File: config.mk
export PLATFORM = sky130hd
export DESIGN_NAME = char_state_handler
export DESIGN_NICKNAME = d
export VERILOG_FILES = /design/src/rtl/char_state_handler.sv
export SDC_FILE = /design/constraint.sdc
export NUM_CORES = 1
export LEC_CHECK = 0
export CORE_MARGIN = 5
export CORE_UTILIZATION = 46
export CTS_BUF_LIST = sky130_fd_sc_hd__clkbuf_4 sky130_fd_sc_hd__clkbuf_8 sky130_fd_sc_hd__clkbuf_16
export CTS_CLUSTER_DIAMETER = 100
export DETAILED_ROUTE_END_ITERATION = 6
export PLACE_DENSITY = 0.82
export SETUP_SLACK_MARGIN = 0.2
export SLEW_MARGIN = 20
export SYNTH_ARGS = -nofsm -noshare
export SYNTH_HDL_FRONTEND = slang
export SYNTH_SLANG_ARGS = --single-unit
File: constraint.sdc
create_clock -name clk -period 2.2 [get_ports clk]
set_clock_uncertainty 0.05 [all_clocks]
set_input_delay 0.55 -clock clk [delete_from_list [all_inputs] [get_ports clk]]
set_output_delay 0.55 -clock clk [all_outputs]
set_load 0.02 [all_outputs]
File: src/rtl/char_state_handler.sv
// Per-player action FSM: movement from button levels, fixed-length
// attack phases advanced on the game frame tick.
module char_state_handler #(
  parameter int unsigned START_FRAMES        = 5,
  parameter int unsigned ACTIVE_FRAMES       = 2,
  parameter int unsigned RECOVERY_FRAMES     = 16,
  parameter int unsigned DIR_START_FRAMES    = 4,
  parameter int unsigned DIR_ACTIVE_FRAMES   = 3,
  parameter int unsigned DIR_RECOVERY_FRAMES = 15
) (
  input  logic       clk,
  input  logic       rst_n,
  input  logic       frame_tick,
  input  logic       btn_left,
  input  logic       btn_right,
  input  logic       btn_attack,
  output logic [3:0] state,
  output logic       attack_hit,
  output logic       busy,
  output logic [4:0] frame_cnt
);

  typedef enum logic [3:0] {
    S_IDLE                = 4'd0,
    S_LEFT                = 4'd1,
    S_RIGHT               = 4'd2,
    S_ATTACK_START        = 4'd3,
    S_ATTACK_ACTIVE       = 4'd4,
    S_ATTACK_RECOVERY     = 4'd5,
    S_ATTACK_DIR_START    = 4'd6,
    S_ATTACK_DIR_ACTIVE   = 4'd7,
    S_ATTACK_DIR_RECOVERY = 4'd8
  } state_t;

  localparam logic [4:0] ST_LEN  = 5'(START_FRAMES - 1);
  localparam logic [4:0] AC_LEN  = 5'(ACTIVE_FRAMES - 1);
  localparam logic [4:0] RC_LEN  = 5'(RECOVERY_FRAMES - 1);
  localparam logic [4:0] DST_LEN = 5'(DIR_START_FRAMES - 1);
  localparam logic [4:0] DAC_LEN = 5'(DIR_ACTIVE_FRAMES - 1);
  localparam logic [4:0] DRC_LEN = 5'(DIR_RECOVERY_FRAMES - 1);

  state_t     st_q, st_d;
  logic [4:0] cnt_q, cnt_d;
  logic       pend_q, pend_d;
  logic       prev_q;
  logic       rise, mov, dir;

  assign rise = btn_attack & ~prev_q;
  assign mov  = (st_q == S_IDLE) || (st_q == S_LEFT) ||
                (st_q == S_RIGHT);
  assign dir  = btn_left ^ btn_right;

  always_ff @(posedge clk or negedge rst_n) begin
    if (!rst_n) begin
      st_q   <= S_IDLE;
      cnt_q  <= '0;
      pend_q <= 1'b0;
      prev_q <= 1'b0;
    end else begin
      st_q   <= st_d;
      cnt_q  <= cnt_d;
      pend_q <= pend_d;
      prev_q <= btn_attack;
    end
  end

  always_comb begin
    st_d   = st_q;
    cnt_d  = cnt_q;
    pend_d = pend_q;
    // a press seen this cycle only becomes usable on a later tick
    if (rise && mov) pend_d = 1'b1;
    if (frame_tick) begin
      if (mov) begin
        unique case (1'b1)
          pend_q && dir: begin
            st_d   = S_ATTACK_DIR_START;
            cnt_d  = DST_LEN;
            pend_d = 1'b0;
          end
          pend_q && !dir: begin
            st_d   = S_ATTACK_START;
            cnt_d  = ST_LEN;
            pend_d = 1'b0;
          end
          !pend_q && btn_left && !btn_right: begin
            st_d  = S_LEFT;
            cnt_d = '0;
          end
          !pend_q && btn_right && !btn_left: begin
            st_d  = S_RIGHT;
            cnt_d = '0;
          end
          default: begin
            st_d  = S_IDLE;
            cnt_d = '0;
          end
        endcase
      end else if (cnt_q != 5'd0) begin
        cnt_d = cnt_q - 5'd1;
      end else begin
        unique case (st_q)
          S_ATTACK_START: begin
            st_d  = S_ATTACK_ACTIVE;
            cnt_d = AC_LEN;
          end
          S_ATTACK_ACTIVE: begin
            st_d  = S_ATTACK_RECOVERY;
            cnt_d = RC_LEN;
          end
          S_ATTACK_DIR_START: begin
            st_d  = S_ATTACK_DIR_ACTIVE;
            cnt_d = DAC_LEN;
          end
          S_ATTACK_DIR_ACTIVE: begin
            st_d  = S_ATTACK_DIR_RECOVERY;
            cnt_d = DRC_LEN;
          end
          default: begin
            st_d  = S_IDLE;
            cnt_d = '0;
          end
        endcase
      end
    end
  end

  assign state      = st_q;
  assign frame_cnt  = cnt_q;
  assign busy       = !mov;
  assign attack_hit = (st_q == S_ATTACK_ACTIVE) ||
                      (st_q == S_ATTACK_DIR_ACTIVE);

endmodule

==> summary.md <==
The run finished with clean final reports. The tools report the type of element launching the critical path as a register. The die covers 2330 sq um. The power consumption was 1.46 mW. Timing would allow up to 0.520 GHz. After synthesis, the largest family of logic cells by area is compound AO/OA/AOI/OAI gates.

Max-cap violations in this run came to 0. For the setup slack of the most critical reg-to-reg path, the log shows 0.35 ns. The startpoint identified for the worst register-to-register timing path is frame_cnt[0]. Routability-driven placement finished with a final weighted congestion of 0.872. The hold buffer count at cts came out at 0. The startpoint identified for the worst hold timing path is prev_q. For this run, design rule violations remaining after detail routing come to 0. Number of cells on the critical path: 1.

Of the synthesized area, sequential elements account for 41.0%. Buffers inserted during clock tree synthesis total 3. In this run the worst path has a maximum fanout of 4. The number of search-and-repair iterations in the first detailed-routing pass was 4; the number of buffers and inverters on the critical path was 1.

The most critical setup path has its startpoint at frame_cnt[4]. The worst hold path passes through 2 cells. For the final layout net count, the log shows 109.

For this run, the number of Yosys warnings is 0. The tools report the end of the worst register-to-register path as state[2]. The worst-margin pin slew came out at 0.507 ns. The die is 48.2 um tall. Setup repair after global routing left no endpoint under its margin.

The buffer count from post-CTS setup fixing was 0; the total number of clock tree sinks was 11. After Yosys synthesis, and, or, nand and nor cells account for 22.3% of the synthesized area. The floorplan step set the die width to 48.2 um. The slowest stage of the critical path is the clkdlybuf4s50_1 cell. The tools report the terminating pin of the worst hold path as pend_q. The path class of the tightest hold or removal check is register to register. The number of global-route vias before repair came out at 643.

Among all flip-flop cells after synthesis, the most frequent one is dfrtp_1. Max-slew headroom at the worst pin: 66.1%. Share of cells above drive strength 1: 19.8%. The tools report the nature of the critical path endpoint as an output pin. Summing the areas of all fa, ha and maj instances in the mapped netlist gives 1.86% of the synthesized area. The number of nets in the synthesized netlist is 81. Port buffer count: 16.

Dominant cell type by area after synthesis: dfrtp_1. Broken down by cell family, the worst path's largest delay share belongs to buffers and inverters. The initial detailed-routing violation count was 33; the number of antenna violations at the first check in global routing was 0.

The xor-xnor portion of the synthesized cell area came out at 2.61%. The library cell used most frequently in the layout, excluding fill and tap cells, is dfrtp_1. The final antenna diode count was 0. Wires add up to 1.72 mm. In this run the static leakage power is 0.446 nW. After clock tree synthesis, the clock-pin slew on the worst setup and hold paths is 0.07 ns.

The number of top-level pins is 17, and the shortest period the worst path allows is 1.92 ns. The via density per instance works out to 5.76. The deepest clock path buffer count was 2; the H-tree depth was 1. For this run, the slowest stage of the critical path takes 0.63 ns. The total half-perimeter wirelength after legalization and detailed placement came out at 1.27 mm. Dividing the detail-routed wire length by the instance count gives 14.9 um.

Row generation in the floorplan step produced 13 rows. Walking the worst path, the cells encountered are clkdlybuf4s50_1. Of the post-synthesis cell area, the dominant cell type holds 41.0%.

Summed over all layers, the global routing overflow is 0. Dividing total power by cell area gives a power density of 1570 nW/um^2. Yosys attributes the largest share of cell area to dfrtp_1, o21ai_0, nor2_1. TritonCTS built the clock tree. The cell area after synthesis was 672 sq um; the number of distinct library cell variants in the gate-level netlist after synthesis was 31. The detail route stage leaves a number of antenna-violating nets equal to 0.

Total area of multi-input combinational cells: 369 sq um. The top cell types in the final layout, fill and taps aside, are dfrtp_1, o21ai_0, buf_4, nor2_1, clkdlybuf4s50_1. The number of cells on the worst reg-to-reg path is 6.

The maximum number of pins on one net before global-route repair was 12. The critical path is of the register to output pin type. The highest ir drop seen on vdd is 923 uV, and the hold violation count in the final report is 0. The clock root buffer is clkbuf_4. After synthesis, the share of flip-flops with an asynchronous set or reset is 100%.

The area added between synthesis and finish is 38.2%. The setup TNS after final layout was 0 ns; the area taken by flip-flops and latches was 275 sq um. The share of the clock period used by the worst path works out to 87.4%. Once the floorplan was initialized, standard cells occupied 50.4% of the core.

The cell count after synthesis came out at 74. Count of fill cells added during filler insertion: 109. Of the post-synthesis cell area, the part taken by muxes is 1.49%. Summing the areas of all compound-gate instances in the mapped netlist gives 26.6% of the synthesized area.

At the worst endpoint, the arrival time is 1.32 ns. A synthesized cell averages 9.08 sq um. The wire length of the first global-routing pass is 2.78 mm, and the number of enable flip-flop cells after synthesis is 0. After synthesis the netlist holds a flip-flop and latch count of 11. The region available for standard cell placement spans 1330 sq um.

For the endpoint required time on the critical path, the log shows 1.60 ns. For the global-route usage over all layers, the log shows 18.0%. The run gives 0.27 ns as the clock latency at the later pin of the worst-skew pair.

For the total setup violations reported at the end of the flow, the log shows 0. Detailed routing inserted a total of 668 vias. For the number of max-slew violations in the final report, the log shows 0.
-- synth_stat cells, drive strengths merged (2+ instances only) --
library cell	number
a211oi	2
a21oi	4
dfrtp	11
inv	6
nand2	6
nor2	7
nor3	3
o211ai	3
o21a	2
o21ai	10
o31ai	2
xor2	2
-- metrics by stage --
stage | hold slack [ns] | setup slack [ns] | util (%) | area [sq um] | std cells
finish | 0.518 | 0.277 | 69.6 | 928 | 116
global route | 0.548 | 0.195 | 69.6 | 928 | 116
CTS | 0.525 | 0.157 | 69.5 | 927 | 116
detailed placement | 0.516 | 0.0726 | 67.9 | 906 | 112
global placement | 0.497 | 0.136 | 67.9 | 906 | 112
floorplan | 0.204 | 0.318 | - | 672 | 74
-- worst max-delay path by stage --
stage / end / slack, ns
6_report: frame_cnt[4] / 0.28
3_3_place_gp: attack_hit / 0.14
4_1_cts: attack_hit / 0.16
3_5_place_dp: state[2] / 0.07
2_1_floorplan: attack_hit / 0.32
5_1_grt: attack_hit / 0.20
-- state kept, by name, summed over array words and instances, names as in the netlist --
signal and flops:
frame_cnt 5, pend_q 1, prev_q 1, state 4
-- power by group --
part	switching [mW]	internal [mW]	leakage (nW)
sequential	0.118	0.281	0.137
clock	0.0714	0.0825	0.0184
combinational	0.494	0.413	0.291
-- routing by layer --
layer	share of wire [%]	routed length [um]	up-vias	global-route usage [%]
met5	0	0	-	0
met4	2.0	35	0	12.9
met3	6.7	115	4	5.90
met2	47	810	21	25.5
met1	44	762	317	22.7
li1	-	-	326	-
-- layout make-up --
class,count,share of cell area [%]
timing repair buffer,24,22.9
inverter,6,2.43
sequential,11,29.6
tap,15,2.02
multi-input combinational,56,39.8
clock buffer,4,3.23
-- cell families after synthesis --
kind of cell,Yosys count
muxes,1
buffers and inverters,7
and+or+nand+nor,26
xor gates and xnor gates,2
adders and majority gates,1
AOI/OAI and AO/OA,26
DFF,11
-- repair_timing --
| item | 4_1_cts | 5_1_grt |
|---|---|---|
| hold endpoints to repair | 0 | 0 |
| setup endpoints to repair | 6 | 5 |
| gates resized for setup | 11 | 5 |
| pin swaps | 0 | 0 |
(Power assumes the default switching activity.)
